===== config.mk =====
export PLATFORM = sky130hd
export DESIGN_NAME = pipe_skid_reg
export DESIGN_NICKNAME = d
export VERILOG_FILES = /design/src/rtl/pipe_skid_reg.sv
export SDC_FILE = /design/constraint.sdc
export NUM_CORES = 1
export LEC_CHECK = 0
export CAP_MARGIN = 20
export CORE_AREA = 2 2 39 41
export CTS_CLUSTER_DIAMETER = 200
export DETAILED_ROUTE_END_ITERATION = 6
export DIE_AREA = 0 0 41 43
export PLACE_DENSITY_LB_ADDON = 0.12
export SLEW_MARGIN = 10
export SYNTH_ARGS = -nofsm -noshare
export SYNTH_HDL_FRONTEND = slang
export SYNTH_SLANG_ARGS = --single-unit

===== constraint.sdc =====
create_clock -name clk -period 1.3 [get_ports clk]
set_input_delay 0.325 -clock clk [delete_from_list [all_inputs] [get_ports clk]]
set_output_delay 0.325 -clock clk [all_outputs]
set_load 0.01 [all_outputs]

===== src/rtl/pipe_skid_reg.sv =====
// Ready/valid register stage with a one-entry skid buffer.
// in_ready is decoded from the state register only, which breaks the combinational ready chain.
//
// state | meaning
// EMPTY | no beat held, out_valid low
// BUSY  | one beat held in main
// FULL  | older beat in main, newer beat in skid, in_ready low
module pipe_skid_reg #(
  parameter int WIDTH = 1
) (
  input  logic             clk,
  input  logic             rst,
  input  logic             in_valid,
  output logic             in_ready,
  input  logic [WIDTH-1:0] in_data,
  output logic             out_valid,
  input  logic             out_ready,
  output logic [WIDTH-1:0] out_data,
  output logic [1:0]       occupancy
);

  typedef enum logic [1:0] {
    EMPTY = 2'd0,
    BUSY  = 2'd1,
    FULL  = 2'd2
  } state_t;

  state_t           state;
  logic [WIDTH-1:0] main_q;
  logic [WIDTH-1:0] skid_q;
  logic             in_fire;
  logic             out_fire;

  assign out_valid = (state != EMPTY);
  assign in_ready  = (state != FULL) && !rst;
  assign out_data  = main_q;
  assign occupancy = state;

  assign in_fire  = in_valid && in_ready;
  assign out_fire = out_valid && out_ready;

  always_ff @(posedge clk) begin
    if (rst) begin
      state  <= EMPTY;
      main_q <= '0;
      skid_q <= '0;
    end else begin
      case (state)
        EMPTY: begin
          if (in_fire) begin
            main_q <= in_data;
            state  <= BUSY;
          end
        end
        BUSY: begin
          if (in_fire && out_fire) begin
            main_q <= in_data;
          end else if (in_fire) begin
            skid_q <= in_data;
            state  <= FULL;
          end else if (out_fire) begin
            state <= EMPTY;
          end
        end
        FULL: begin
          // in_ready is low here, so only the drain side can fire
          if (out_fire) begin
            main_q <= skid_q;
            state  <= BUSY;
          end
        end
        default: state <= EMPTY;
      endcase
    end
  end

endmodule

==> run summary, run 1 <==
result of the run: finished clean
Initial Util: 15.0%
area grow syn2layout: 101%
diode count: 0
mean cell area of the mapped netlist: 8.65 um^2
FP Rows: 14
library cell contributing the largest single delay on the critical path: sky130_fd_sc_hd__dfxtp_2
sequential area share after synthesis: 38.6%
number of I/O pins: 10
core utilization of the finished layout: 30.2%
origin of the critical flop-to-flop path: occupancy[1]
chip height: 43 um
headroom to the max-slew limit: 90.7%
Port Buffers: 9
global route overflow: 0
CTS tree: yes
Die Outline Area: 0.00176 mm^2
net count after synthesis: 29
number of distinct library cell variants in the gate-level netlist after synthesis: 16
number of nets with antenna violations after detailed routing: 0
pwr/cell area: 916 mW/mm^2
data required time at the worst endpoint: 980 ps
Worst Reg-to-Reg Cells: 5
# DRC: 0
Root Buffer: sky130_fd_sc_hd__clkbuf_4
Post-CTS Hold Buffers: 0
first-pass GRT wire length: 897 um
max incr delay on CP: 320 ps
signal arrival time at the worst endpoint: 920 ps
endpoint of the worst-slack reg-to-reg timing path: out_data
share of cells above drive strength 1: 42.2%
path class of the lowest-slack min-delay path: in2reg
warning count from the yosys run: 0
average wire per standard cell: 9.75 um
vias in the first global route: 236
post-CTS setup buffers: 0
net count reported at finish: 52
total length of routed wires: 595 um
post-layout minimum cycle time: 1240 ps
minimum setup slack after placement: -433 ps
Worst Tran Pin Value: 136 ps
peak clock frequency supported by timing: 0.803 GHz
1st-pass router iterations: 3
Max H-tree Level: 1
Setup Viol. Count Final: 0
routed via count: 247
Core Area: 0.00138 mm^2
nature of the critical path startpoint: flip-flop
maximum ir drop on the vdd rail: 0.000303 V
horizontal extent of the die: 41 um
worst-skew pair later-pin latency: 230 ps
Num CTS Buffers: 3
slack of the worst reg-to-reg path: 160 ps
CP startpoint: occupancy[1]
placer's final routability congestion estimate: 0.705
cells traversed along the worst timing path: nor2b_2, nor2_1, buf_2
clk buf depth: 2
capturing element type of the critical path: primary output
RSZ-0062 raised after global routing: false
Overall Global Routing Usage: 8.22%
crit share post-route: 95.7%
antenna violations before repair: 0
register bit total from synthesis: 4
pin count of the biggest net entering global routing: 7
termination of the worst setup path: in_ready
routed vias/inst: 4.05
start point of the worst min-delay path: rst
DRT iter0 DRCs: 4
post-CTS clock slew at the launch and capture registers of the worst setup and hold paths: 40 ps
max-capacitance violation count: 0
Detail Placement HPWL: 459 um
Crit Path Max Fanout: 4
post-route clock skew: 1.09 ps
final max-slew violation count: 0
leakage power of the design: 0.211 nW
Post-Synthesis Cell Area: 208 um^2
setup slack of the critical path after layout: 55.3 ps
number of standard cells after synthesis: 24
total count of hold-check failures in the final report: 0
category of the most critical setup path: reg2out
Clock Sink Count: 4
[cell usage after synthesis (all sizes together)]
cell    instances  share of area [%]
dfxtp           4                 39
nor2            3                5.4
a21oi           2                4.8
nand2           2                3.6
nor2b           2                6.0
a21o            1                3.6
a31oi           1                3.0
and4bb          1                6.0
inv             1                1.8
mux2i           1                4.8
nand2b          1                3.0
nor3            1                2.4
o21a            1                3.6
o221a           1                5.4
o32a            1                4.8
or2             1                3.0
[routing by layer]
layer | vias up | track usage (%) | share of wire, % | wire length [um]
li1 | 130 | - | - | -
met1 | 110 | 8.97 | 43 | 257
met2 | 5 | 10.3 | 49 | 294
met3 | 2 | 3.14 | 6.6 | 39
met4 | 0 | 10.0 | 0.84 | 5
met5 | - | 0 | 0 | 0
[flip-flops by register name, summed over array words and instances, names as in the netlist]
name / flops
out_data: 1
occupancy: 2
skid_q: 1
[where the power goes]
group / leakage (nW) / total, W / switching (W) / internal, W
clock: 0.0138 / 0.000156 / 0.0000525 / 0.000103
sequential: 0.0333 / 0.000135 / 0.00000475 / 0.000130
combinational: 0.164 / 0.0000916 / 0.0000351 / 0.0000565
total: 0.211 / 0.000383 / 0.0000924 / 0.000290
[worst max-delay path: cells and delay by family, from the launching register on]
| family | cells | cell delay (ps) |
|---|---|---|
| and+or+nand+nor | 2 | 230 |
| buffers and inverters | 1 | 130 |
| DFF | 1 | 320 |
[kinds of logic after synthesis]
| family | after synthesis | synth area share [%] |
|---|---|---|
| muxes | 1 | 4.82 |
| and+or+nand+nor | 11 | 29.5 |
| buffers and inverters | 1 | 1.81 |
| AOI/OAI and AO/OA | 7 | 25.3 |
| DFF | 4 | 38.6 |
[stage by stage]
step	cell area (um^2)	power [W]	TNS, ps	std cells	hold slack, ps
CTS	404	0.000391	-16.4	61	512
floorplan	208	0.000169	0	24	394
global route	418	0.000412	0	61	425
global placement	385	0.000231	-1240	58	508
detailed placement	385	0.000231	-1180	58	503
finish	418	0.000383	0	61	416
[worst min path at each step]
| stage | endpoint | cells after the start |
|---|---|---|
| after floorplan | occupancy[0] | 1 |
| after global placement | skid_q | 2 |
| after detailed placement | skid_q | 2 |
| after CTS | skid_q | 2 |
| after global routing | occupancy[1] | 3 |
| final | occupancy[1] | 3 |
[layout make-up]
| type | count | area (um^2) |
|---|---|---|
| multi-input cells | 19 | 136 |
| flip-flops and latches | 4 | 81.3 |
| clock buffers | 3 | 22.5 |
| well taps | 16 | 20.0 |
| repair buffers | 18 | 154 |
| fillers | 155 | 966 |
| inverters | 1 | 3.75 |
[timing repair]
action | in CTS | in global routing
resized for setup | 14 | 6
pin swaps | 1 | 1
endpoints found under the setup margin | 5 | 4
[placed cells by master, fill, tap and decap left out]
cell type,netlist,layout
sky130_fd_sc_hd__clkbuf_4,0,3
sky130_fd_sc_hd__buf_6,0,1
sky130_fd_sc_hd__a21o_1,1,1
sky130_fd_sc_hd__nor2b_4,0,1
sky130_fd_sc_hd__a31oi_1,1,1
sky130_fd_sc_hd__o221a_1,1,1
sky130_fd_sc_hd__nor3_1,1,1
sky130_fd_sc_hd__or2_4,0,1
sky130_fd_sc_hd__a21oi_1,2,2
sky130_fd_sc_hd__nor2_1,3,3
sky130_fd_sc_hd__clkdlybuf4s50_1,0,2
sky130_fd_sc_hd__dfxtp_1,4,3
sky130_fd_sc_hd__mux2i_1,1,1
sky130_fd_sc_hd__nand2_1,2,2
sky130_fd_sc_hd__dlygate4sd2_1,0,2
sky130_fd_sc_hd__dlymetal6s2s_1,0,2
sky130_fd_sc_hd__and4bb_1,1,1
sky130_fd_sc_hd__dfxtp_2,0,1
sky130_fd_sc_hd__inv_1,1,1
sky130_fd_sc_hd__o21a_1,1,1
sky130_fd_sc_hd__buf_4,0,10
sky130_fd_sc_hd__o32a_1,1,1
sky130_fd_sc_hd__nand2b_1,1,1
sky130_fd_sc_hd__nor2b_2,0,1
sky130_fd_sc_hd__buf_2,0,1
(Power assumes the default switching activity.)
==> inputs of run 2 (changes only) <==
- SLEW_MARGIN: 10 -> 25
==> results of run 2 <==
The final DEF is identical to that of run 1; final timing and power are the same.
==> RTL edit: new RTL, settings of run 1 <==
Reset style: asynchronous (`rst`), changed in one clocked block.
--- a/src/rtl/pipe_skid_reg.sv
+++ b/src/rtl/pipe_skid_reg.sv
@@ -39,7 +39,7 @@
   assign in_fire  = in_valid && in_ready;
   assign out_fire = out_valid && out_ready;
 
-  always_ff @(posedge clk) begin
+  always_ff @(posedge clk or posedge rst) begin
     if (rst) begin
       state  <= EMPTY;
       main_q <= '0;
Check against the original RTL: differs if rst is asserted again (counterexample within 4 cycles, from zero or initial values and one cycle with rst high); with rst held inactive, the same outputs for 10 cycles.
==> RTL edit against run 1 <==
Setup slack lost 0.054 ns. Cell count rose by 9.8%. Utilization increased by 5.6 points. Wire length increased by 21%. Register-to-register slack lost 0.14 ns. Area after synthesis grew 22%. Sequential cell count did not move. Cell area is 19% higher.
Power is not compared: it rests on default switching activity, and its combinational part moved more than twofold at a synthesized area within 25%.
==> RTL edit: results <==
final_layout:
  final_nets: 58
  antennaDiodeCount: 0
  fillCellCount: 150
  largest_reg_flops: 2
  drive_above_1_share_pct: 49.0
yosys:
  yosysSeqAreaShare_pct: 39.6
  ys_top_cells_by_area: "dfrtp_1 (40%), a21oi_1 (5.9%), a2bb2oi_2 (5.9%)"
  synth_cells: 27
  synth-adder-area-share_pct: 0
  synth-xor-area-share_pct: 0
  yosys_warnings: 0
  yosys-top-cells-count: "dfrtp_1 (4), inv_1 (4), a21oi_1 (3)"
  synth.area.mux_share_pct: 3.96
  synth_fp_nets: 32
  ys.flop_type: "dfrtp_1"
  synth_compound_area_share_pct: 25.2
  ys_types: 16
  ys_async_sr_fraction_pct: 100
place:
  placedInstanceArea_um2: 438
  gp_congestion: 0.731
  dpl.cell_count: 62
  io_buffers: 9
  place_hpwl_um: 544
grt:
  antenna_found_initial: 0
  gr-usage-all-layers_pct: 10.1
  grt_first_pass_wirelength_um: 1150
  grt_max_degree: 7
power:
  power_leakage_nw: 0.245
  peakVddDrop_mv: 0.475
worst_setup_path:
  arrival_ns: 0.97
  cp_max_fo: 3
clock_tree:
  clock_latency_ns: 0.23
  cts_made_buffers: 3
  cts_buffer_depth: 2
  path_clk_slew_ns: 0.04
  htreeDepth: 1
  root_buffer: "clkbuf_4"
sta:
  skew_ns: 0.000507
  max_slew.worst_pin.slew_ns: 0.223
min_path:
  hold_class: "primary input to asynchronous set/reset pin"
route:
  routed_wl_um: 718
  vias_per_cell: 4.19
  drtPass1Iterations: 1
  drt_iter0_drc: 0
  drc: 0
  dr_total_vias: 281
outcome:
  run_status: "completed"
[RTL edit: cell count changes after synthesis, sizes merged, moves of 2 or more]
cell	before	now
dfrtp	0	4
o21ai	0	2
dfxtp	4	0
inv	1	4
[RTL edit: metal layers]
metal	global-route usage (%)	routed length, um
met5	0	0
met4	8.00	0
met3	2.09	37
met2	15.0	396
met1	11.8	284
[RTL edit: layout make-up]
type,count,area (um^2),share of cell area (%)
clock buffers,3,22.5,4.55
multi-input cells,19,164,33.1
flip-flops and latches,4,100,20.2
well taps,16,20.0,4.04
inverters,4,15.0,3.03
repair buffers,21,174,35.1
[RTL edit: what timing repair did]
action,4_1_cts,5_1_grt
setup endpoints to repair,6,7
pin swaps,2,2
setup buffers,1,1
resized for setup,25,3
[RTL edit: per-stage QoR]
step                      utilization, %  worst slack (ns)  setup TNS [ns]  hold slack [ns]
final                               35.8           0.00163               0            0.364
after CTS                           34.5          -0.00810         -0.0124            0.353
after global placement              31.6            -0.401           -1.44            0.546
after global routing                35.8           -0.0528          -0.173            0.371
after floorplan                        -             0.160               0           0.0997
after detailed placement            31.6            -0.412           -1.43            0.546
[RTL edit: logic make-up after synthesis]
group	after synthesis
DFF	4
and+or+nand+nor	9
AOI/OAI and AO/OA	9
buffers and inverters	4
muxes	1
[RTL edit: final timing paths]
path	cells past startpoint	from	end	slack, ns
setup / recovery	4	occupancy[1]$_DFFE_PP0P_	out_valid	0.002
max in group asynchronous	4	rst	skid_q$_DFFE_PP0P_	0.84
hold / removal	4	rst	out_data$_DFFE_PP0P_	0.36
min in group clk	2	out_data$_DFFE_PP0P_	out_data$_DFFE_PP0P_	0.53
hold reg to reg	2	out_data$_DFFE_PP0P_	out_data$_DFFE_PP0P_	0.53
setup reg to reg	5	occupancy[1]$_DFFE_PP0P_	skid_q$_DFFE_PP0P_	0.02
[RTL edit: critical path: stages, from the launching register on]
cell and delay, ns:
dfrtp_1 0.40, buf_6 0.13, inv_2 0.04, nand2_1 0.04
buf_2 0.13
[RTL edit: where the power goes]
group / switching (mW) / internal, mW
combinational: 0.0925 / 0.109
sequential: 0.0151 / 0.152
clock: 0.0462 / 0.103
